[src/rtl/regfile_pkg.sv]
// Shared definitions for the register-file arbiter: FSM encoding,
// register word addresses and the default byte-lane count.
package regfile_pkg;

    typedef enum logic [2:0] {
        IDLE     = 3'd0,
        WR_LANE  = 3'd1,
        RD_WAIT1 = 3'd2,
        RD_WAIT2 = 3'd3,
        DONE     = 3'd4
    } state_t;

    localparam logic [2:0] CNAME    = 3'd0;
    localparam logic [2:0] VERSION  = 3'd1;
    localparam logic [2:0] STATUS   = 3'd2;
    localparam logic [2:0] PINSTATE = 3'd3;
    localparam logic [2:0] CONTROL  = 3'd4;
    localparam logic [2:0] DATAREG  = 3'd5;
    localparam logic [2:0] SCRATCH  = 3'd6;
    localparam logic [2:0] UNMAPPED = 3'd7;

    localparam int NUM_LANES = 4;

endpackage

[src/rtl/rr_arb2.sv]
// Two-requester round-robin grant; the last-grant flop only moves while enabled.
module rr_arb2 (
    input  logic       clk,
    input  logic       reset,
    input  logic       en_i,
    input  logic [1:0] req_i,
    output logic [1:0] grant_o
);

    logic last_q;
    logic last_d;

    always_comb begin
        grant_o = 2'b00;
        if (en_i) begin
            case (req_i)
                2'b01:   grant_o = 2'b01;
                2'b10:   grant_o = 2'b10;
                2'b11:   grant_o = last_q ? 2'b01 : 2'b10;
                default: grant_o = 2'b00;
            endcase
        end
        last_d = last_q;
        if (grant_o[1]) begin
            last_d = 1'b1;
        end else if (grant_o[0]) begin
            last_d = 1'b0;
        end
    end

    // Reset value 1 makes requester 0 win the first tie.
    always_ff @(posedge clk or posedge reset) begin
        if (reset) begin
            last_q <= 1'b1;
        end else begin
            last_q <= last_d;
        end
    end

endmodule

[src/rtl/regfile_arbiter.sv]
// Arbitrates two requesters onto a register-file command bus; writes are
// split into one bus cycle per enabled byte lane, reads wait two edges.
//   state    | meaning
//   IDLE     | bus idle, sampling requests
//   WR_LANE  | issuing one enabled lane per cycle
//   RD_WAIT1 | read command on bus
//   RD_WAIT2 | read data arrives at next edge
//   DONE     | one-cycle done pulse to owner
module regfile_arbiter
    import regfile_pkg::*;
#(
    parameter int NLANES = NUM_LANES
) (
    input  logic              clk,
    input  logic              reset,
    input  logic              rq0_valid,
    input  logic              rq0_write,
    input  logic [4:2]        rq0_addr,
    input  logic [NLANES-1:0] rq0_be,
    input  logic [31:0]       rq0_wdata,
    output logic              rq0_done,
    output logic [31:0]       rq0_rdata,
    input  logic              rq1_valid,
    input  logic              rq1_write,
    input  logic [4:2]        rq1_addr,
    input  logic [NLANES-1:0] rq1_be,
    input  logic [31:0]       rq1_wdata,
    output logic              rq1_done,
    output logic [31:0]       rq1_rdata,
    output logic [4:2]        rf_addr,
    output logic [1:0]        rf_wben,
    output logic              rf_r_wn,
    output logic [31:0]       rf_wdata,
    input  logic [31:0]       rf_rdata
);

    localparam int LW = $clog2(NLANES) + 1;

    state_t            state_q;
    logic              owner_q;
    logic [4:2]        addr_q;
    logic [NLANES-1:0] be_q;
    logic [31:0]       wdata_q;
    logic [LW-1:0]     lane_q;
    logic [1:0]        block_q;
    logic [1:0]        done_q;
    logic [31:0]       rdata0_q;
    logic [31:0]       rdata1_q;
    logic [4:2]        rf_addr_q;
    logic [1:0]        rf_wben_q;
    logic              rf_r_wn_q;
    logic [31:0]       rf_wdata_q;

    logic [1:0]        grant;
    logic              sel_write;
    logic [4:2]        sel_addr;
    logic [NLANES-1:0] sel_be;
    logic [31:0]       sel_wdata;
    logic              nxt_found;
    logic [LW-1:0]     nxt_lane;
    logic [1:0]        owner_oh;
    logic [31:0]       cap_data;

    // The requester that just finished is masked for one IDLE cycle.
    rr_arb2 u_arb (
        .clk     (clk),
        .reset   (reset),
        .en_i    (state_q == IDLE),
        .req_i   ({rq1_valid, rq0_valid} & ~block_q),
        .grant_o (grant)
    );

    always_comb begin
        sel_write = grant[1] ? rq1_write : rq0_write;
        sel_addr  = grant[1] ? rq1_addr  : rq0_addr;
        sel_be    = grant[1] ? rq1_be    : rq0_be;
        sel_wdata = grant[1] ? rq1_wdata : rq0_wdata;
        owner_oh  = owner_q ? 2'b10 : 2'b01;
        cap_data  = (addr_q == UNMAPPED) ? 32'h0 : rf_rdata;
    end

    // Lowest enabled lane at or above the lane pointer.
    always_comb begin
        nxt_found = 1'b0;
        nxt_lane  = '0;
        for (int i = NLANES - 1; i >= 0; i--) begin
            if (be_q[i] && (LW'(i) >= lane_q)) begin
                nxt_found = 1'b1;
                nxt_lane  = LW'(i);
            end
        end
    end

    always_ff @(posedge clk or posedge reset) begin
        if (reset) begin
            state_q    <= IDLE;
            owner_q    <= 1'b0;
            addr_q     <= '0;
            be_q       <= '0;
            wdata_q    <= '0;
            lane_q     <= '0;
            block_q    <= 2'b00;
            done_q     <= 2'b00;
            rdata0_q   <= '0;
            rdata1_q   <= '0;
            rf_addr_q  <= '0;
            rf_wben_q  <= '0;
            rf_r_wn_q  <= 1'b1;
            rf_wdata_q <= '0;
        end else begin
            done_q  <= 2'b00;
            block_q <= 2'b00;
            case (state_q)
                IDLE: begin
                    if (|grant) begin
                        owner_q <= grant[1];
                        addr_q  <= sel_addr;
                        be_q    <= sel_be;
                        wdata_q <= sel_wdata;
                        lane_q  <= '0;
                        if (sel_write) begin
                            state_q <= WR_LANE;
                        end else begin
                            rf_r_wn_q <= 1'b1;
                            rf_addr_q <= sel_addr;
                            state_q   <= RD_WAIT1;
                        end
                    end
                end
                WR_LANE: begin
                    if (nxt_found) begin
                        rf_r_wn_q  <= 1'b0;
                        rf_addr_q  <= addr_q;
                        rf_wben_q  <= 2'(nxt_lane);
                        rf_wdata_q <= wdata_q;
                        lane_q     <= nxt_lane + LW'(1);
                    end else begin
                        rf_r_wn_q  <= 1'b1;
                        rf_addr_q  <= '0;
                        rf_wben_q  <= '0;
                        rf_wdata_q <= '0;
                        done_q     <= owner_oh;
                        state_q    <= DONE;
                    end
                end
                RD_WAIT1: state_q <= RD_WAIT2;
                RD_WAIT2: begin
                    if (owner_q) begin
                        rdata1_q <= cap_data;
                    end else begin
                        rdata0_q <= cap_data;
                    end
                    rf_addr_q <= '0;
                    done_q    <= owner_oh;
                    state_q   <= DONE;
                end
                DONE: begin
                    block_q <= owner_oh;
                    state_q <= IDLE;
                end
                default: state_q <= IDLE;
            endcase
        end
    end

    assign rq0_done  = done_q[0];
    assign rq1_done  = done_q[1];
    assign rq0_rdata = rdata0_q;
    assign rq1_rdata = rdata1_q;
    assign rf_addr   = rf_addr_q;
    assign rf_wben   = rf_wben_q;
    assign rf_r_wn   = rf_r_wn_q;
    assign rf_wdata  = rf_wdata_q;

endmodule

[config.mk]
export PLATFORM = sky130hd
export DESIGN_NAME = regfile_arbiter
export DESIGN_NICKNAME = d
export VERILOG_FILES = /design/src/rtl/regfile_pkg.sv /design/src/rtl/rr_arb2.sv /design/src/rtl/regfile_arbiter.sv
export SDC_FILE = /design/constraint.sdc
export NUM_CORES = 1
export LEC_CHECK = 0
export CAP_MARGIN = 20
export CELL_PAD_IN_SITES_DETAIL_PLACEMENT = 1
export CELL_PAD_IN_SITES_GLOBAL_PLACEMENT = 1
export CORE_UTILIZATION = 34
export CTS_CLUSTER_DIAMETER = 150
export CTS_CLUSTER_SIZE = 30
export DETAILED_ROUTE_END_ITERATION = 12
export MAX_ROUTING_LAYER = met4
export PLACE_DENSITY_LB_ADDON = 0.3
export SYNTH_ARGS = -nofsm -noshare
export SYNTH_HDL_FRONTEND = slang
export SYNTH_SLANG_ARGS = --single-unit
[constraint.sdc]
create_clock -name clk -period 6.35 [get_ports clk]
set_input_delay 1.5875 -clock clk [delete_from_list [all_inputs] [get_ports clk]]
set_output_delay 1.5875 -clock clk [all_outputs]
set_load 0.02 [all_outputs]
==> metrics <==
outcome complete, no violations; startpoint-to-endpoint class of the critical path in -> reg; critical-path cell with the highest stage delay clkdlybuf4s50_1; critical path's largest stage delay 0.48 ns; most used flip-flop cell after synthesis dfrtp_1; arrival time reported for the critical path endpoint 3.64 ns; biggest area contributors in the synthesized netlist dfrtp_1 61%, nand2_1 8.6%, o21ai_0 7.8%; post-synthesis sequential area ratio 61.7%; final period utilization 52.3%; number of antenna violations at the first check in global routing 0; total of hold buffers inserted after clock tree synthesis 0; ranking of synthesized cells by instance count 151 x dfrtp_1, 143 x nand2_1, 97 x o21ai_0; upper clock frequency limit 301 MHz; post-detailed-route wirelength per cell 17.1 µm; Final Wtd Congestion 0.814; post-route clock skew 0.0128 ns; core area 0.0179 mm²; worst slew margin relative to its limit 58.1%; Finished Layout Cells 1021; largest net degree at the start of global routing 70; proportion of layout cells with a drive suffix above 1 7.45%; Critical Path Start rq1_valid; largest area contributor in the synthesized netlist dfrtp_1; unrepaired setup endpoints after global routing no; overall routing resource usage 20.2%; maximum level of the CTS H-tree 4; antenna fix cells 0; clock tree from TritonCTS built; crit path launch type input port; post-CTS sizing 0; cell family with the largest share of critical-path delay buffers and inverters; Reg clk slew, reported paths 0.06 ns; fraction of post-synthesis cell area in the top cell type by area 60.9%; total vias in the final route 5072; DR DRC count 0; source of the worst hold timing path rq0_rdata[6]; horizontal die dimension 137 µm; layout net count 896; setup_tns 0 ns; GRT Residual Overflow 0; final-report hold violation count 0; total chip power 5.01 mW; source-to-sink clock delay at the later pin of the worst-skew pair 0.43 ns; library cells used by synthesis 38; leakage power total 4.31 nW; total die area 0.0188 mm²; number of setup buffers added after CTS 0; die boundary height 137 µm; Synth warnings 0; placement row count 49; HP Class reg -> reg; number of global-route vias before repair 5363; Net Count, Synth 686; Setup crit end kind flop; mapped cell area 0.00621 mm²; most common cell in the synthesized netlist dfrtp_1; setup slack after placement 2.57 ns; cell count after placement 989; post-synthesis sequential element count 153; CTS Buf Count 17; overall routed net length 17500 µm; FF-to-FF Start state_q[1]; count of final max-slew check failures 0; Max Root-Sink Buffers 2; Routed Antenna Nets 0; number of filler instances in the final layout 1872; total power divided by cell area 543 mW/mm²; peak supply drop 220 µV; CP Data Required Time 6.67 ns; initial core utilization 34.7%; actual slew at the worst max-slew pin 0.628 ns; Mean Syn Cell Area 10.9 µm²; Setup violations, final 0; violation count after the first detailed-routing iteration 216; series of cell instances along the critical path clkdlybuf4s50_1 -> nor2b_1 -> nand3_2 -> buf_4 -> mux2i_1 -> o21ai_0; proportion of synthesized flip-flops having asynchronous set or reset 100%; post-synthesis cell count 569; estimated wirelength of the detail-placed design 12300 µm; synthesis-to-layout area growth 48.8%; ratio of routed vias to standard cells 4.97; boundary pin count 220; Pre-antenna DRT Iters 4; global-route wire length before repair 27900 µm; post-route worst setup slack 3.03 ns; CTS sink cnt 153; Port Buffer Count 219; buffers and inverters on the worst path 2; reported max-cap violation count 0; minimum clock period after layout 3.32 ns; maximum fanout along the worst path 29; EDFF count, synth 0; cell at the root of the clock tree clkbuf_16
layout by cell type (no fill, tap or decap), types with 5 or more instances in the layout:
| master | instances |
|---|---|
| o21ai_1 | 11 |
| mux2_2 | 5 |
| o21ai_0 | 97 |
| clkdlybuf4s50_1 | 219 |
| buf_4 | 8 |
| clkbuf_16 | 17 |
| nor2b_1 | 5 |
| a22o_1 | 34 |
| nand2_1 | 142 |
| dfrtp_1 | 151 |
| mux2i_1 | 39 |
through the flow:
step	area, µm²	hold slack, ns	utilization (%)
CTS	9240	0.486	51.6
floorplan	6210	0.442	-
detailed placement	8590	0.468	48.0
finish	9240	0.478	51.6
global route	9240	0.509	51.6
global placement	8570	0.462	47.9
per-layer routing:
metal | part of all wire, % | track usage, % | vias up
li1 | - | - | 2378
met1 | 44 | 24.8 | 2489
met2 | 48 | 32.1 | 184
met3 | 6.6 | 5.63 | 21
met4 | 1.4 | 6.41 | 0
met5 | 0 | - | -
tightest hold or removal path: cells and delay by family (launching register included):
| family | cells | cell delay, ns |
|---|---|---|
| flops | 1 | 0.34 |
| compound gates | 1 | 0.06 |
| simple gates | 1 | 0.05 |
worst paths after layout:
path / cells past startpoint / to / slack [ns]
setup / recovery: 6 / be_q[1] / 3.03
hold / removal: 2 / rq0_rdata[6] / 0.48
setup reg to reg: 5 / be_q[1] / 4.13
hold reg to reg: 2 / rq0_rdata[6] / 0.48
max in group asynchronous: 3 / wdata_q[24] / 3.72
min in group asynchronous: 2 / rq1_rdata[13] / 1.60
logic make-up (layout without fill, tap and decap cells):
kind of cell             count (synthesis)  in the layout  share of synthesized area [%]
buffers and inverters                   42            265                           3.45
AND/OR/NAND/NOR                        169            169                           11.5
flip-flops                             153            153                           61.7
multiplexers                            44             44                           7.20
AO/OA/AOI/OAI                          160            160                           15.9
adder cells (fa/ha/maj)                  1              1                          0.202
cell type report:
| class | count | area, µm² | area share, % |
|---|---|---|---|
| Clock buffer | 20 | 457 | 4.95 |
| Clock inverter | 12 | 189 | 2.05 |
| Inverter | 5 | 23.8 | 0.257 |
| Multi-Input combinational cell | 374 | 2180 | 23.6 |
| Sequential cell | 153 | 3830 | 41.5 |
| Tap cell | 229 | 287 | 3.10 |
| Timing Repair Buffer | 228 | 2270 | 24.6 |
flip-flops by register name (all words and copies together), names as in the netlist, 2 cells and up:
name	flops
wdata_q	32
rf_addr	3
addr_q	3
lane_q	3
rf_wdata	32
state_q	3
done_q	2
rq0_rdata	32
be_q	4
block_q	2
rq1_rdata	32
rf_wben	2
power by group:
part	internal, mW	total (mW)	switching (mW)
logic	0.990	2.19	1.20
registers	1.44	1.72	0.283
clock network	0.686	1.10	0.415
total	3.11	5.01	1.90
Power figures use the tool's default switching activity.
